==> config.mk <==
export PLATFORM = sky130hd
export DESIGN_NAME = sevenseg_scan_driver_flat
export DESIGN_NICKNAME = d
export VERILOG_FILES = /design/src/rtl/sevenseg_scan_driver_if.sv /design/src/rtl/sevenseg_scan_driver.sv /design/src/flat_wrapper.sv
export SDC_FILE = /design/constraint.sdc
export NUM_CORES = 1
export LEC_CHECK = 0
export CORE_MARGIN = 4
export CORE_UTILIZATION = 55
export DETAILED_ROUTE_END_ITERATION = 10
export GPL_TIMING_DRIVEN = 0
export PLACE_DENSITY = 0.78
export SETUP_SLACK_MARGIN = 0.3
export SLEW_MARGIN = 25
export SYNTH_ARGS = -nofsm -noshare
export SYNTH_HDL_FRONTEND = slang
export SYNTH_SLANG_ARGS = --single-unit
==> constraint.sdc <==
create_clock -name clk -period 3.9 [get_ports clk]
set_input_delay 0.39 -clock clk [delete_from_list [all_inputs] [get_ports clk]]
set_output_delay 0.39 -clock clk [all_outputs]
set_load 0.02 [all_outputs]
==> src/rtl/sevenseg_scan_driver_if.sv <==
// Display-side bundle: BCD digits and display controls in, anode/segment pins out.
interface sevenseg_scan_driver_if;
  logic [3:0] sec_ones;
  logic [3:0] sec_tens;
  logic [3:0] min_ones;
  logic [3:0] min_tens;
  logic       lzb_en;
  logic       blank;
  logic [3:0] an;
  logic [6:0] seg;
  logic       dp;
  logic       frame_tick;

  modport master (
    output sec_ones, sec_tens, min_ones, min_tens, lzb_en, blank,
    input  an, seg, dp, frame_tick
  );

  modport slave (
    input  sec_ones, sec_tens, min_ones, min_tens, lzb_en, blank,
    output an, seg, dp, frame_tick
  );
endinterface

==> src/rtl/sevenseg_scan_driver.sv <==
// Time-multiplexed 4-digit common-anode 7-segment driver for an MM.SS stopwatch.
// Digits are snapshotted once per frame so a scanned frame never mixes values.
module sevenseg_scan_driver #(
  parameter int unsigned REFRESH_DIV = 100000,
  parameter int unsigned CNT_W       = 32
) (
  input  logic                   clk,
  input  logic                   rst,
  sevenseg_scan_driver_if.slave  disp
);

  typedef enum logic [1:0] {
    SLOT_SEC_ONES = 2'd0,
    SLOT_SEC_TENS = 2'd1,
    SLOT_MIN_ONES = 2'd2,
    SLOT_MIN_TENS = 2'd3
  } slot_e;

  localparam int unsigned DIGIT_W = 4;
  localparam int unsigned NDIGITS = 4;

  slot_e                           idx, idx_nxt;
  logic [CNT_W-1:0]                div_cnt, div_nxt;
  logic [NDIGITS-1:0][DIGIT_W-1:0] snap, snap_nxt;
  logic [3:0]                      an_q, an_nxt;
  logic [6:0]                      seg_q, seg_nxt;
  logic                            dp_q, dp_nxt;
  logic                            ft_q, ft_nxt;
  logic                            tc;
  logic                            load;
  logic                            slot_dark;
  logic [DIGIT_W-1:0]              digit;

  // BCD to active-low {g,f,e,d,c,b,a}; non-BCD codes show a dash
  function automatic logic [6:0] bcd_to_seg(input logic [DIGIT_W-1:0] v);
    logic [6:0] s;
    case (v)
      4'd0:    s = 7'h40;
      4'd1:    s = 7'h79;
      4'd2:    s = 7'h24;
      4'd3:    s = 7'h30;
      4'd4:    s = 7'h19;
      4'd5:    s = 7'h12;
      4'd6:    s = 7'h02;
      4'd7:    s = 7'h78;
      4'd8:    s = 7'h00;
      4'd9:    s = 7'h10;
      default: s = 7'h3F;
    endcase
    return s;
  endfunction

  // Next-state and registered-output logic
  always_comb begin
    tc        = (div_cnt == CNT_W'(REFRESH_DIV - 1));
    load      = tc && (idx == SLOT_MIN_TENS);
    div_nxt   = tc ? '0 : div_cnt + CNT_W'(1);
    idx_nxt   = idx;
    snap_nxt  = snap;
    if (tc) begin
      idx_nxt = slot_e'(idx + 2'd1);
    end
    if (load) begin
      snap_nxt = {disp.min_tens, disp.min_ones, disp.sec_tens, disp.sec_ones};
    end

    digit     = snap[idx];
    slot_dark = disp.blank || (disp.lzb_en && (idx == SLOT_MIN_TENS) && (digit == 4'd0));
    an_nxt    = slot_dark ? 4'hF : ~(4'b0001 << idx);
    seg_nxt   = slot_dark ? 7'h7F : bcd_to_seg(digit);
    dp_nxt    = !((idx == SLOT_MIN_ONES) && !disp.blank);
    ft_nxt    = load;
  end

  always_ff @(posedge clk) begin
    if (rst) begin
      div_cnt <= '0;
      idx     <= SLOT_SEC_ONES;
      snap    <= '0;
      an_q    <= 4'hF;
      seg_q   <= 7'h7F;
      dp_q    <= 1'b1;
      ft_q    <= 1'b0;
    end else begin
      div_cnt <= div_nxt;
      idx     <= idx_nxt;
      snap    <= snap_nxt;
      an_q    <= an_nxt;
      seg_q   <= seg_nxt;
      dp_q    <= dp_nxt;
      ft_q    <= ft_nxt;
    end
  end

  assign disp.an         = an_q;
  assign disp.seg        = seg_q;
  assign disp.dp         = dp_q;
  assign disp.frame_tick = ft_q;

endmodule

==> src/flat_wrapper.sv <==
// flat-port wrapper written by rule: the top's interface ports become plain ports
module sevenseg_scan_driver_flat 
#(
  parameter int unsigned REFRESH_DIV = 100000,
  parameter int unsigned CNT_W       = 32
)
  (clk, rst, disp_sec_ones, disp_sec_tens, disp_min_ones, disp_min_tens, disp_lzb_en, disp_blank, disp_an, disp_seg, disp_dp, disp_frame_tick);
  sevenseg_scan_driver_if disp_i ();
  input  logic clk;
  input  logic rst;
  input wire logic [$bits(disp_i.sec_ones)-1:0] disp_sec_ones;
  input wire logic [$bits(disp_i.sec_tens)-1:0] disp_sec_tens;
  input wire logic [$bits(disp_i.min_ones)-1:0] disp_min_ones;
  input wire logic [$bits(disp_i.min_tens)-1:0] disp_min_tens;
  input wire logic [$bits(disp_i.lzb_en)-1:0] disp_lzb_en;
  input wire logic [$bits(disp_i.blank)-1:0] disp_blank;
  output wire logic [$bits(disp_i.an)-1:0] disp_an;
  output wire logic [$bits(disp_i.seg)-1:0] disp_seg;
  output wire logic [$bits(disp_i.dp)-1:0] disp_dp;
  output wire logic [$bits(disp_i.frame_tick)-1:0] disp_frame_tick;
  assign disp_i.sec_ones = disp_sec_ones;
  assign disp_i.sec_tens = disp_sec_tens;
  assign disp_i.min_ones = disp_min_ones;
  assign disp_i.min_tens = disp_min_tens;
  assign disp_i.lzb_en = disp_lzb_en;
  assign disp_i.blank = disp_blank;
  assign disp_an = disp_i.an;
  assign disp_seg = disp_i.seg;
  assign disp_dp = disp_i.dp;
  assign disp_frame_tick = disp_i.frame_tick;
  sevenseg_scan_driver #(.REFRESH_DIV(REFRESH_DIV), .CNT_W(CNT_W)) u_core (.clk(clk), .rst(rst), .disp(disp_i));
endmodule
Word level (Yosys, flattened, before mapping)

Memory sizes are Yosys's and may differ from the RTL's. A register that Yosys moved wholly into a read port is not among the register bits.
Cells that the tools add are included.

Register bits after elaboration: 56
Memory bits (read-only): 112
Output and inout bits: 13
Word-level logic and storage cells: 30
Memories kept: 1

Memories:

| name            | depth | width | read ports | clocked after memory_dff | write ports | RTL line                   | RTL |
|---|---|---|---|---|---|---|---|
| (no name shown) | 16    | 7     | 1          | 1                        | 0           | sevenseg_scan_driver.sv:37 | `case (v)` |

Add/sub/neg operators: 2
Magnitude comparators: 1
Eq/ne operators: 3
Shift-type cells: 1
Muxes and demuxes: 2
Bitwise gates (word level): 1
Reduce and logical (&&, ||, !) cells: 10

Operator list:

| kind                                                                         | number |
|---|---|
| 32-bit by 1-bit adder with 32-bit output, second input constant              | 1 |
| 32-bit by 17-bit == test with 1-bit output, second input constant            | 1 |
| 4-bit binary-select mux with 2-bit select                                    | 1 |
| 2-bit == test, second input constant                                         | 2 |
| 1-bit logical AND                                                            | 4 |
| 4-bit logical NOT                                                            | 1 |
| 4-bit 2-to-1 mux                                                             | 1 |
| 4-bit inverter                                                               | 1 |
| 2-bit OR reduction                                                           | 2 |
| 1-bit by 2-bit << shifter with 4-bit output, first input constant            | 1 |
| 2-bit by 3-bit less-than comparator with 1-bit output, second input constant | 1 |
| 2-bit by 1-bit adder with 2-bit output, second input constant                | 1 |
| 1-bit logical NOT                                                            | 2 |
| 1-bit logical OR                                                             | 1 |

Depth between registers and ports, before layout

Gate-level depths: netlist of the first run.

Word-level depth: 6
Mapped depth: 8
Depth with buffers taken out: 7

Worst setup path before layout of the first run

No wires, ideal clock.

Path kind: register to register
From: register u_core.idx[0]
To: register u_core.seg_q[3], in the netlist u_core.disp.seg[3]
Arrival time: 1.836 ns
Required time: 3.822 ns
Path slack: 1.986 ns
Cell stages (with the launch flop): 8
Cells stage by stage: dfxtp_1 -> buf_6 -> mux4_2 -> inv_1 -> ha_1 -> and3_1 -> a21boi_2 -> a32oi_1

Longest elaborated chain between the ends: 6

RTL lines:

| item                                      | RTL line                   | RTL |
|---|---|---|
| start: declaration                        | sevenseg_scan_driver.sv:22 | `slot_e idx, idx_nxt;` |
| start signal: assignment                  | sevenseg_scan_driver.sv:86 | `idx <= idx_nxt;` |
| 4-bit binary-select mux with 2-bit select | sevenseg_scan_driver.sv:67 | `digit = snap[idx];` |
| 4-bit 2-to-1 mux (not written as such)    | sevenseg_scan_driver.sv:67 |  |
| 4-bit logical NOT                         | sevenseg_scan_driver.sv:68 | `slot_dark = disp.blank \|\| (disp.lzb_en && (idx == SLOT_MIN_TENS) && (digit == 4'd0));` |
| 1-bit logical AND                         | sevenseg_scan_driver.sv:68 |  |
| 1-bit logical OR                          | sevenseg_scan_driver.sv:68 |  |
| 2-bit OR reduction (no source line)       | --                         |  |
| end: declaration                          | sevenseg_scan_driver.sv:26 | `logic [6:0] seg_q, seg_nxt;` |

Several ways; a longest one is shown, not always the timed one. The select of a mux whose other input is x is not followed.
A chain may end at the register's enable or synchronous reset.

Worst setup path in the final report of the first run

Ends and elaborated chain as after synthesis.

==> results of run 1 <==
worst paths after layout:
path	from	to
max	u_core.idx[0]$_SDFFE_PP0P_	u_core.disp.seg[3]$_SDFF_PP1_
min	u_core.div_cnt[0]$_SDFF_PP0_	u_core.div_cnt[0]$_SDFF_PP0_
max reg2reg	u_core.idx[0]$_SDFFE_PP0P_	u_core.disp.seg[3]$_SDFF_PP1_
min reg2reg	u_core.div_cnt[0]$_SDFF_PP0_	u_core.div_cnt[0]$_SDFF_PP0_
layout make-up:
cell class	instances	area share, %
plain buffers	24	3.24
clock buffers	13	4.02
clock inverters	3	1.15
inverters	11	1.11
multi-input cells	252	45.6
flip-flops and latches	63	34.0
well taps	72	2.43
repair buffers	31	8.38
critical path, stage by stage, from the launching register on:
cell	delay [ps]
dfxtp_1	380
buf_6	160
mux4_2	600
inv_1	140
ha_1	180
and3_1	250
a21boi_2	140
a32oi_1	210
state kept, by name, indices dropped and copies added (netlist names):
register,count
u_core.snap,16
u_core.disp.an,4
u_core.disp.dp,1
u_core.idx,2
u_core.disp.seg,7
u_core.div_cnt,32
u_core.disp.frame_tick,1
layout by cell type (no fill, tap or decap), types with 7 or more instances in the layout:
cell	instances
dfxtp_1	63
a21oi_1	37
nand4_1	31
clkdlybuf4s50_1	31
o31ai_1	25
nor2_1	23
nand2_1	18
buf_2	15
o21ai_0	14
nor4_1	13
inv_1	11
clkbuf_1	10
nand3_1	10
ha_1	10
clkbuf_8	10
and3_1	9
xor2_1	8
or4_1	8
and4_1	7
or3_1	7
power by group:
part	leakage (nW)	switching [mW]	internal, mW
Combinational	0.652	0.0256	0.0296
Clock	0.0936	0.240	0.312
Sequential	0.510	0.00322	0.650
Total	1.26	0.268	0.992
kinds of logic (layout without fill, tap and decap cells):
logic type	count (synthesis)	count (layout)	synth area share (%)
simple gates	139	139	25.6
buf+inv	35	82	5.19
compound gates	84	84	17.1
xor+xnor	13	13	3.66
fa+ha+maj	10	10	4.02
mux	6	6	3.94
flops	63	63	40.5
routing by layer:
metal | routed length, um | vias up | global-route usage, %
li1 | - | 1404 | -
met1 | 3350 | 1309 | 29.5
met2 | 3130 | 91 | 31.3
met3 | 458 | 17 | 5.16
met4 | 181 | 0 | 10.3
met5 | 0 | - | 0
==> summary.md, run 1 <==
| Metric | Value |
|---|---|
| Clock Latency Late Sink | `340 ps` |
| Max-slew violations | `0` |
| Worst Path Arrival | `2400 ps` |
| DRC | `0` |
| Synth warn | `0` |
| Crit end category | `flip-flop` |
| Crit path kind | `reg2reg` |
| Crit path time final | `2130 ps` |
| Cell Rows | `27` |
| Max-Cap Viols | `0` |
| Mapped Avg Cell Area | `8.89 um^2` |
| Layout cell share with drive strength beyond 1 | `10.3%` |
| Final worst slack | `1770 ps` |
| Register area | `1260 um^2` |
| Grt total ovfl | `0` |
| Worst EP required | `4160 ps` |
| # port buffers | `31` |
| EDFF count, synth | `0` |
| Placed insts | `453` |
| F_max | `469 MHz` |
| Hold Crit Class | `reg2reg` |
| Post-CTS Hold Fix Bufs | `0` |
| CTS root buf | `clkbuf_8` |
| Max IR drop VDD | `0.000257 V` |
| Critical path startpoint category | `flip-flop` |
| Mean routed wirelength per cell | `15.2 um` |
| Vias | `2821` |
| Final Power | `1.26 mW` |
| Final Core Density | `67.3%` |
| Clk sinks | `63` |
| Detailed placement HPWL | `5.06 mm` |
| DRT Pass-1 Iters | `7` |
| Worst reg-to-reg setup slack | `1770 ps` |
| Most frequent cell after synthesis | `dfxtp_1` |
| Final Cell Area | `3700 um^2` |
| Synth area leaders | `dfxtp_1, nand4_1, o31ai_1` |
| Final Hold Viols | `0` |
| FF+latch count, synth | `63` |
| Tot GR Track Use | `21.4%` |
| Post-CTS setup buffer count | `0` |
| Setup TNS Final | `0 ps` |
| RePlAce Congestion | `0.890` |
| Largest area contributor in the netlist | `dfxtp_1` |
| Hold Path Cell Cnt | `1` |
| Max FO, Critical Path | `8` |
| H-tree depth | `3` |
| Max Buffers Root-to-Sink | `2` |
| Final setup vio count | `0` |
| Rel. slew slack | `66.6%` |
| Async set-reset flop share out of synthesis | `0%` |
| Share of the synthesized area in the top cell type | `40.5%` |
| R2R cell count | `7` |
| Clock skew | `8.15 ps` |
| Global-route wire length before repair | `12.2 mm` |
| Die width | `83.2 um` |
| Post-synthesis cell area | `3110 um^2` |
| Top Ports | `33` |
| LEAKAGE | `1.26 nW` |
| Clk slew on worst S/H paths | `70 ps` |
| Dpl ws | `1760 ps` |
| CTS buffer count | `9` |
| Die span in y | `83.2 um` |
| Routed WL | `7.12 mm` |
| Synth Net Count | `380` |
| Most instantiated cells after synthesis | `dfxtp_1, a21oi_1, nand4_1` |
| Largest net degree at the start of global routing | `11` |
| Layout filler cell count | `446` |
| Initial core utilization | `56.5%` |
| Top_reg_cell synth | `dfxtp_1` |
| Synth cell types | `39` |
| Final #Nets | `422` |
| Post-route antenna net violation count | `0` |
| Placed cell area | `3510 um^2` |
| CTS resizes | `0` |
| Sequential fraction of the synthesis area | `40.5%` |
| Pwr dens | `340 nW/um^2` |
| Via/cell ratio | `6.01` |
| Post-Layout Cell Count | `469` |
| Footprint of the multi-input gates | `1690 um^2` |
| ANT cells | `0` |
| Initial antenna violation count | `0` |
| Vias in the first global route | `2623` |
| Post-Synthesis Cells | `350` |
| CTS tree | `done` |
| Die area | `6930 um^2` |
| Tcrit/Tclk final | `54.7%` |
| Worst slew pin tran | `501 ps` |
| DRT iter0 DRCs | `167` |
| RSZ-0062 raised after global routing | `false` |
| Status | `completed` |
| Core area | `5510 um^2` |
| Area growth syn-to-layout | `19.0%` |
| Worst hold slack | `466 ps` |
(Power assumes the default switching activity.)
==> inputs of run 2 (changes only) <==
==> constraint.sdc (replaced) <==
create_clock -name clk -period 2 [get_ports clk]
set_input_delay 0.2 -clock clk [delete_from_list [all_inputs] [get_ports clk]]
set_output_delay 0.2 -clock clk [all_outputs]
set_load 0.02 [all_outputs]
==> run 2 against run 1 <==
The run now ends with setup timing left. First-iteration DRC count rose to 3.1 times the previous value. Register-to-register slack worse by 1800 ps. Power up 110%. Setup slack worse by 1800 ps. Clock skew up 14 ps. Count of clock-buffer cells in the layout down 3. Combinational power rose to 3.0 times the previous value. Clock power up 120%. Largest power group unchanged. Highest routed layer unchanged.
==> summary.md, run 2 (same netlist as run 1, synthesis figures left out) <==
| Metric | Value |
|---|---|
| Cell-internal power | `2.05 mW` |
| Grt total ovfl | `0` |
| H-tree depth | `3` |
| Max IR drop VDD | `0.000412 V` |
| Cells along the critical path | `buf_6 > mux4_2 > inv_2 > ha_1 > inv_1 > a21oi_1 > o21ai_1 > a21bo_1` |
| F_max | `495 MHz` |
| Global-route wire length before repair | `14.1 mm` |
| P_sw | `0.627 mW` |
| Final Hold Viols | `0` |
| Core area | `5510 um^2` |
| Crit path time final | `2020 ps` |
| RSZ-0062 raised after global routing | `true` |
| Clock Latency Late Sink | `370 ps` |
| Status | `finished, violations left` |
| DRT Pass-1 Iters | `6` |
| Hold Path Cell Cnt | `3` |
| # port buffers | `31` |
| Area growth syn-to-layout | `56.4%` |
| Post-route antenna net violation count | `0` |
| Worst Path Arrival | `2270 ps` |
| Worst slew pin tran | `638 ps` |
| CTS root buf | `clkbuf_8` |
| Clock skew | `21.9 ps` |
| Critical Path Max Stage Delay | `580 ps` |
| Setup TNS Final | `-20.8 ps` |
| Switching Share | `23.4%` |
| LEAKAGE | `1.69 nW` |
| DRC | `0` |
| Crit path kind | `reg2reg` |
| Tot GR Track Use | `24.7%` |
| Mean routed wirelength per cell | `24.1 um` |
| Vias in the first global route | `2985` |
| Final #Nets | `472` |
| Cell Rows | `27` |
| Vias | `3661` |
| DRT iter0 DRCs | `517` |
| Commonest non-fill, non-tap cell in the layout | `dfxtp_1` |
| Die area | `6930 um^2` |
| Tcrit/Tclk final | `101%` |
| Pwr dens | `551 nW/um^2` |
| Slowest-stage cell, CP | `mux4_2` |
| Placed insts | `453` |
| Final setup vio count | `1` |
| Die span in y | `83.2 um` |
| Top Ports | `33` |
| R2R cell count | `8` |
| Post-Layout Cell Count | `519` |
| Detailed placement HPWL | `5.07 mm` |
| Worst hold slack | `386 ps` |
| Max reg flops | `32` |
| Seq pwr share | `47.5%` |
| Initial antenna violation count | `0` |
| Max Buffers Root-to-Sink | `2` |
| Largest net degree at the start of global routing | `12` |
| Violated checks | `setup timing` |
| ANT cells | `0` |
| Clock power frac | `46.4%` |
| Worst EP required | `2250 ps` |
| Combinational share of power | `6.2%` |
| Die width | `83.2 um` |
| Hold Crit Class | `in2reg` |
| Most flop-heavy register | `u_core.div_cnt` |
| Via/cell ratio | `7.05` |
| Layout cell share with drive strength beyond 1 | `42.1%` |
| Max-Cap Viols | `0` |
| Clk slew on worst S/H paths | `90 ps` |
| Layout filler cell count | `215` |
| CTS tree | `done` |
| RePlAce Congestion | `0.889` |
| Max-slew violations | `0` |
| Critical path startpoint category | `flip-flop` |
| Final worst slack | `-20.8 ps` |
| Clk sinks | `63` |
| Max FO, Critical Path | `5` |
| Rel. slew slack | `57.4%` |
| Initial core utilization | `56.5%` |
| Final Power | `2.68 mW` |
| Commonest cells after routing, fill and taps aside | `dfxtp_1, buf_4, nand4_1, clkdlybuf4s50_1, buf_6` |
| Routed WL | `12.5 mm` |
| CTS buffer count | `9` |
| Crit end category | `flip-flop` |
[run 2: changes by cell type in the layout (fill, tap and decap cells not counted), sizes merged]
cell,previous run,this run
clkinv,1,2
clkinvlp,1,3
clkbuf,20,16
inv,11,10
buf,17,68
bufinv,1,2
[run 2: timing repair]
action,CTS,global route
hold buffers,0,0
pin swaps,15,39
resized for setup,46,129
setup endpoints to repair,59,61
buffers inserted,25,20
gates cloned,0,5
[run 2: routing by layer]
| layer | track usage [%] | wire (um) | vias to the layer above |
|---|---|---|---|
| li1 | - | - | 1515 |
| met2 | 38.3 | 5870 | 355 |
| met3 | 4.96 | 1400 | 76 |
| met5 | 0 | 0 | - |
| met1 | 32.1 | 4560 | 1715 |
| met4 | 13.8 | 658 | 0 |
[run 2: worst max-delay path: cells and delay by family, from the launching register on]
family	cells	cell delay [ps]
AOI/OAI and AO/OA	3	500
adders and majority gates	1	160
muxes	1	580
buffers and inverters	3	340
DFF	1	340
[run 2: cell type report]
cell class	count	area, um^2	area share (%)
multi-input cells	252	2180	44.7
repair buffers	81	793	16.3
clock inverters	6	85.1	1.75
plain buffers	24	256	5.27
inverters	11	47.5	0.977
flip-flops and latches	63	1290	26.5
clock buffers	10	128	2.62
well taps	72	90.1	1.85
[run 2: path summary, 6_finish.rpt]
check                                                 start                            end  slack (ps)
worst max-delay path             u_core.idx[0]$_SDFFE_PP0P_  u_core.disp.seg[4]$_SDFF_PP1_         -20
worst min-delay path                       disp_min_ones[1]    u_core.snap[9]$_SDFFE_PP0P_         390
worst max register to register   u_core.idx[0]$_SDFFE_PP0P_  u_core.disp.seg[4]$_SDFF_PP1_         -20
worst min register to register  u_core.snap[9]$_SDFFE_PP0P_    u_core.snap[9]$_SDFFE_PP0P_         490
[run 2: per-stage QoR]
| step | utilization, % | worst slack [ps] | cell area (um^2) |
|---|---|---|---|
| after floorplan | - | 220 | 3160 |
| after global placement | 64.7 | 41.1 | 3560 |
| after detailed placement | 64.7 | -15.0 | 3560 |
| after CTS | 74.9 | 94.8 | 4130 |
| after global routing | 88.4 | -58.8 | 4870 |
| final | 88.4 | -20.8 | 4870 |
[run 2: power groups by stage]
stage / combinational (mW) / sequential, mW / clock [mW]
6_report: 0.165 / 1.27 / 1.24
5_1_grt: 0.176 / 1.27 / 1.29
2_1_floorplan: 0.0374 / 1.31 / 0
3_5_place_dp: 0.111 / 1.30 / 0
3_3_place_gp: 0.111 / 1.30 / 0
4_1_cts: 0.124 / 1.28 / 1.21
==> inputs of run 3 (changes only) <==
--- a/config.mk
+++ b/config.mk
@@ -8,8 +8,9 @@
 export CORE_MARGIN = 4
 export CORE_UTILIZATION = 55
 export DETAILED_ROUTE_END_ITERATION = 10
+export DONT_BUFFER_PORTS = 1
 export GPL_TIMING_DRIVEN = 0
-export PLACE_DENSITY = 0.78
+export PLACE_DENSITY = 0.7
 export SETUP_SLACK_MARGIN = 0.3
 export SLEW_MARGIN = 25
 export SYNTH_ARGS = -nofsm -noshare
==> run 3 against run 2 <==
The run now ends clean. Final cell count decreased by 4.2%. Largest cell class unchanged. Critical path depth unchanged. Critical endpoint unchanged. Via count decreased by 11%. Clock power decreased by 5%. Critical path type unchanged. First-iteration DRC count decreased by 50%. Setup slack improved by 31 ps. Routed wire length decreased by 20%. Global-route usage decreased by 1.8 points.
==> summary.md, run 3 (same netlist as run 1, synthesis figures left out) <==
| Metric | Value |
|---|---|
| DRT Pass-1 Iters | `5` |
| Layout filler cell count | `310` |
| Commonest cells after routing, fill and taps aside | `dfxtp_1, buf_4, nand4_1, buf_6` |
| Top Ports | `33` |
| Slowest-stage cell, CP | `mux4_2` |
| Cells along the critical path | `buf_6 > mux4_2 > inv_2 > ha_1 > inv_1 > a21oi_1 > o21ai_1 > a21bo_1` |
| Core area | `5510 um^2` |
| F_max | `503 MHz` |
| Final Hold Viols | `0` |
| Worst Path Arrival | `2240 ps` |
| Hold Path Cell Cnt | `2` |
| Critical Path Max Stage Delay | `610 ps` |
| Mean routed wirelength per cell | `20.2 um` |
| Final Core Density | `81.8%` |
| Dpl ws | `-31.4 ps` |
| Die width | `83.2 um` |
| DRT iter0 DRCs | `260` |
| Grt total ovfl | `0` |
| Detailed placement HPWL | `4.90 mm` |
| Clock skew | `15.4 ps` |
| Tcrit/Tclk final | `99.5%` |
| Critical path startpoint category | `flip-flop` |
| Max-Cap Viols | `0` |
| Commonest non-fill, non-tap cell in the layout | `dfxtp_1` |
| Via/cell ratio | `6.56` |
| Area growth syn-to-layout | `44.7%` |
| Die area | `6930 um^2` |
| Global-route wire length before repair | `13.0 mm` |
| Routed WL | `10.1 mm` |
| Hold Crit Class | `in2reg` |
| ANT cells | `0` |
| Footprint of the multi-input gates | `2050 um^2` |
| Rel. slew slack | `65.5%` |
| Initial antenna violation count | `0` |
| Largest net degree at the start of global routing | `11` |
| CP delay by family, top | `multiplexers` |
| Worst Path Buf+Inv | `3` |
| Tot GR Track Use | `22.9%` |
| # port buffers | `0` |
| Initial core utilization | `56.5%` |
| DRC | `0` |
| Vias | `3258` |
| Max FO, Critical Path | `6` |
| Cell Rows | `27` |
| Final setup vio count | `0` |
| CTS root buf | `clkbuf_8` |
| Max reg flops | `32` |
| Max-slew violations | `0` |
| Worst EP required | `2250 ps` |
| Clk slew on worst S/H paths | `80 ps` |
| Crit path kind | `reg2reg` |
| Vias in the first global route | `2678` |
| Final #Nets | `450` |
| Worst slew pin tran | `518 ps` |
| CTS buffer count | `9` |
| Pwr dens | `570 nW/um^2` |
| H-tree depth | `3` |
| Status | `completed` |
| RePlAce Congestion | `0.833` |
| Layout cell share with drive strength beyond 1 | `42.1%` |
| Final worst slack | `10.7 ps` |
| Die span in y | `83.2 um` |
| R2R cell count | `8` |
| Crit path time final | `1990 ps` |
| Stages on the worst setup path | `8` |
| LEAKAGE | `1.60 nW` |
| Post-route antenna net violation count | `0` |
| Register area | `1300 um^2` |
| Max IR drop VDD | `0.000472 V` |
| RSZ-0062 raised after global routing | `true` |
| Max Buffers Root-to-Sink | `2` |
| Clock Latency Late Sink | `350 ps` |
| CTS tree | `done` |
| Setup TNS Final | `0 ps` |
| Clk sinks | `63` |
| Crit end category | `flip-flop` |
| Most flop-heavy register | `u_core.div_cnt` |
[run 3: changes by cell type in the layout (fill, tap and decap cells not counted), sizes merged]
cell and delta:
dlygate4sd3 +4, clkinvlp -3, clkbuf +2, clkdlybuf4s50 -31, buf +6, bufinv -1, inv +1
[run 3: area by class of cell]
| type | instances | share of cell area [%] |
|---|---|---|
| plain buffers | 24 | 5.72 |
| clock buffers | 13 | 3.75 |
| clock inverters | 3 | 0.889 |
| inverters | 11 | 0.917 |
| multi-input cells | 252 | 45.5 |
| flip-flops and latches | 63 | 28.8 |
| well taps | 72 | 2.00 |
| repair buffers | 59 | 12.4 |
[run 3: repair_timing]
item,in CTS,in global routing
cloned,0,6
buffers inserted,22,27
endpoints found under the hold margin,3,1
pin swaps,17,46
endpoints found under the setup margin,60,61
resized for setup,47,120
hold buffers,3,1
[run 3: worst paths after layout]
kind                                 from                       endpoint  slack (ps)
min reg2reg  u_core.snap[12]$_SDFFE_PP0P_   u_core.snap[12]$_SDFFE_PP0P_         460
min                      disp_min_ones[1]    u_core.snap[9]$_SDFFE_PP0P_           6
max            u_core.idx[0]$_SDFFE_PP0P_  u_core.disp.seg[4]$_SDFF_PP1_          10
max reg2reg    u_core.idx[0]$_SDFFE_PP0P_  u_core.disp.seg[4]$_SDFF_PP1_          10
[run 3: metrics by stage]
step / area (um^2) / hold slack (ps) / std cells / power, mW
2_1_floorplan: 3160 / 332 / 350 / 1.35
3_3_place_gp: 3250 / 350 / 422 / 1.36
3_5_place_dp: 3250 / 350 / 422 / 1.36
4_1_cts: 3820 / 0.0580 / 463 / 2.53
5_1_grt: 4500 / 7.73 / 497 / 2.64
6_report: 4500 / 5.88 / 497 / 2.57
[run 3: layer usage]
layer	GRT usage, %	routed length [um]	vias to the layer above	share of wire (%)
li1	-	-	1469	-
met3	4.96	786	51	7.8
met1	31.3	4070	1547	40
met4	10.3	427	0	4.2
met5	0	0	-	0
met2	34.5	4780	191	48
[run 3: report_power, final]
part	switching, mW	internal [mW]	leakage, nW	total (mW)
clock	0.504	0.674	0.109	1.18
sequential	0.0185	1.26	0.522	1.28
combinational	0.0529	0.0556	0.967	0.109
total	0.575	1.99	1.60	2.57
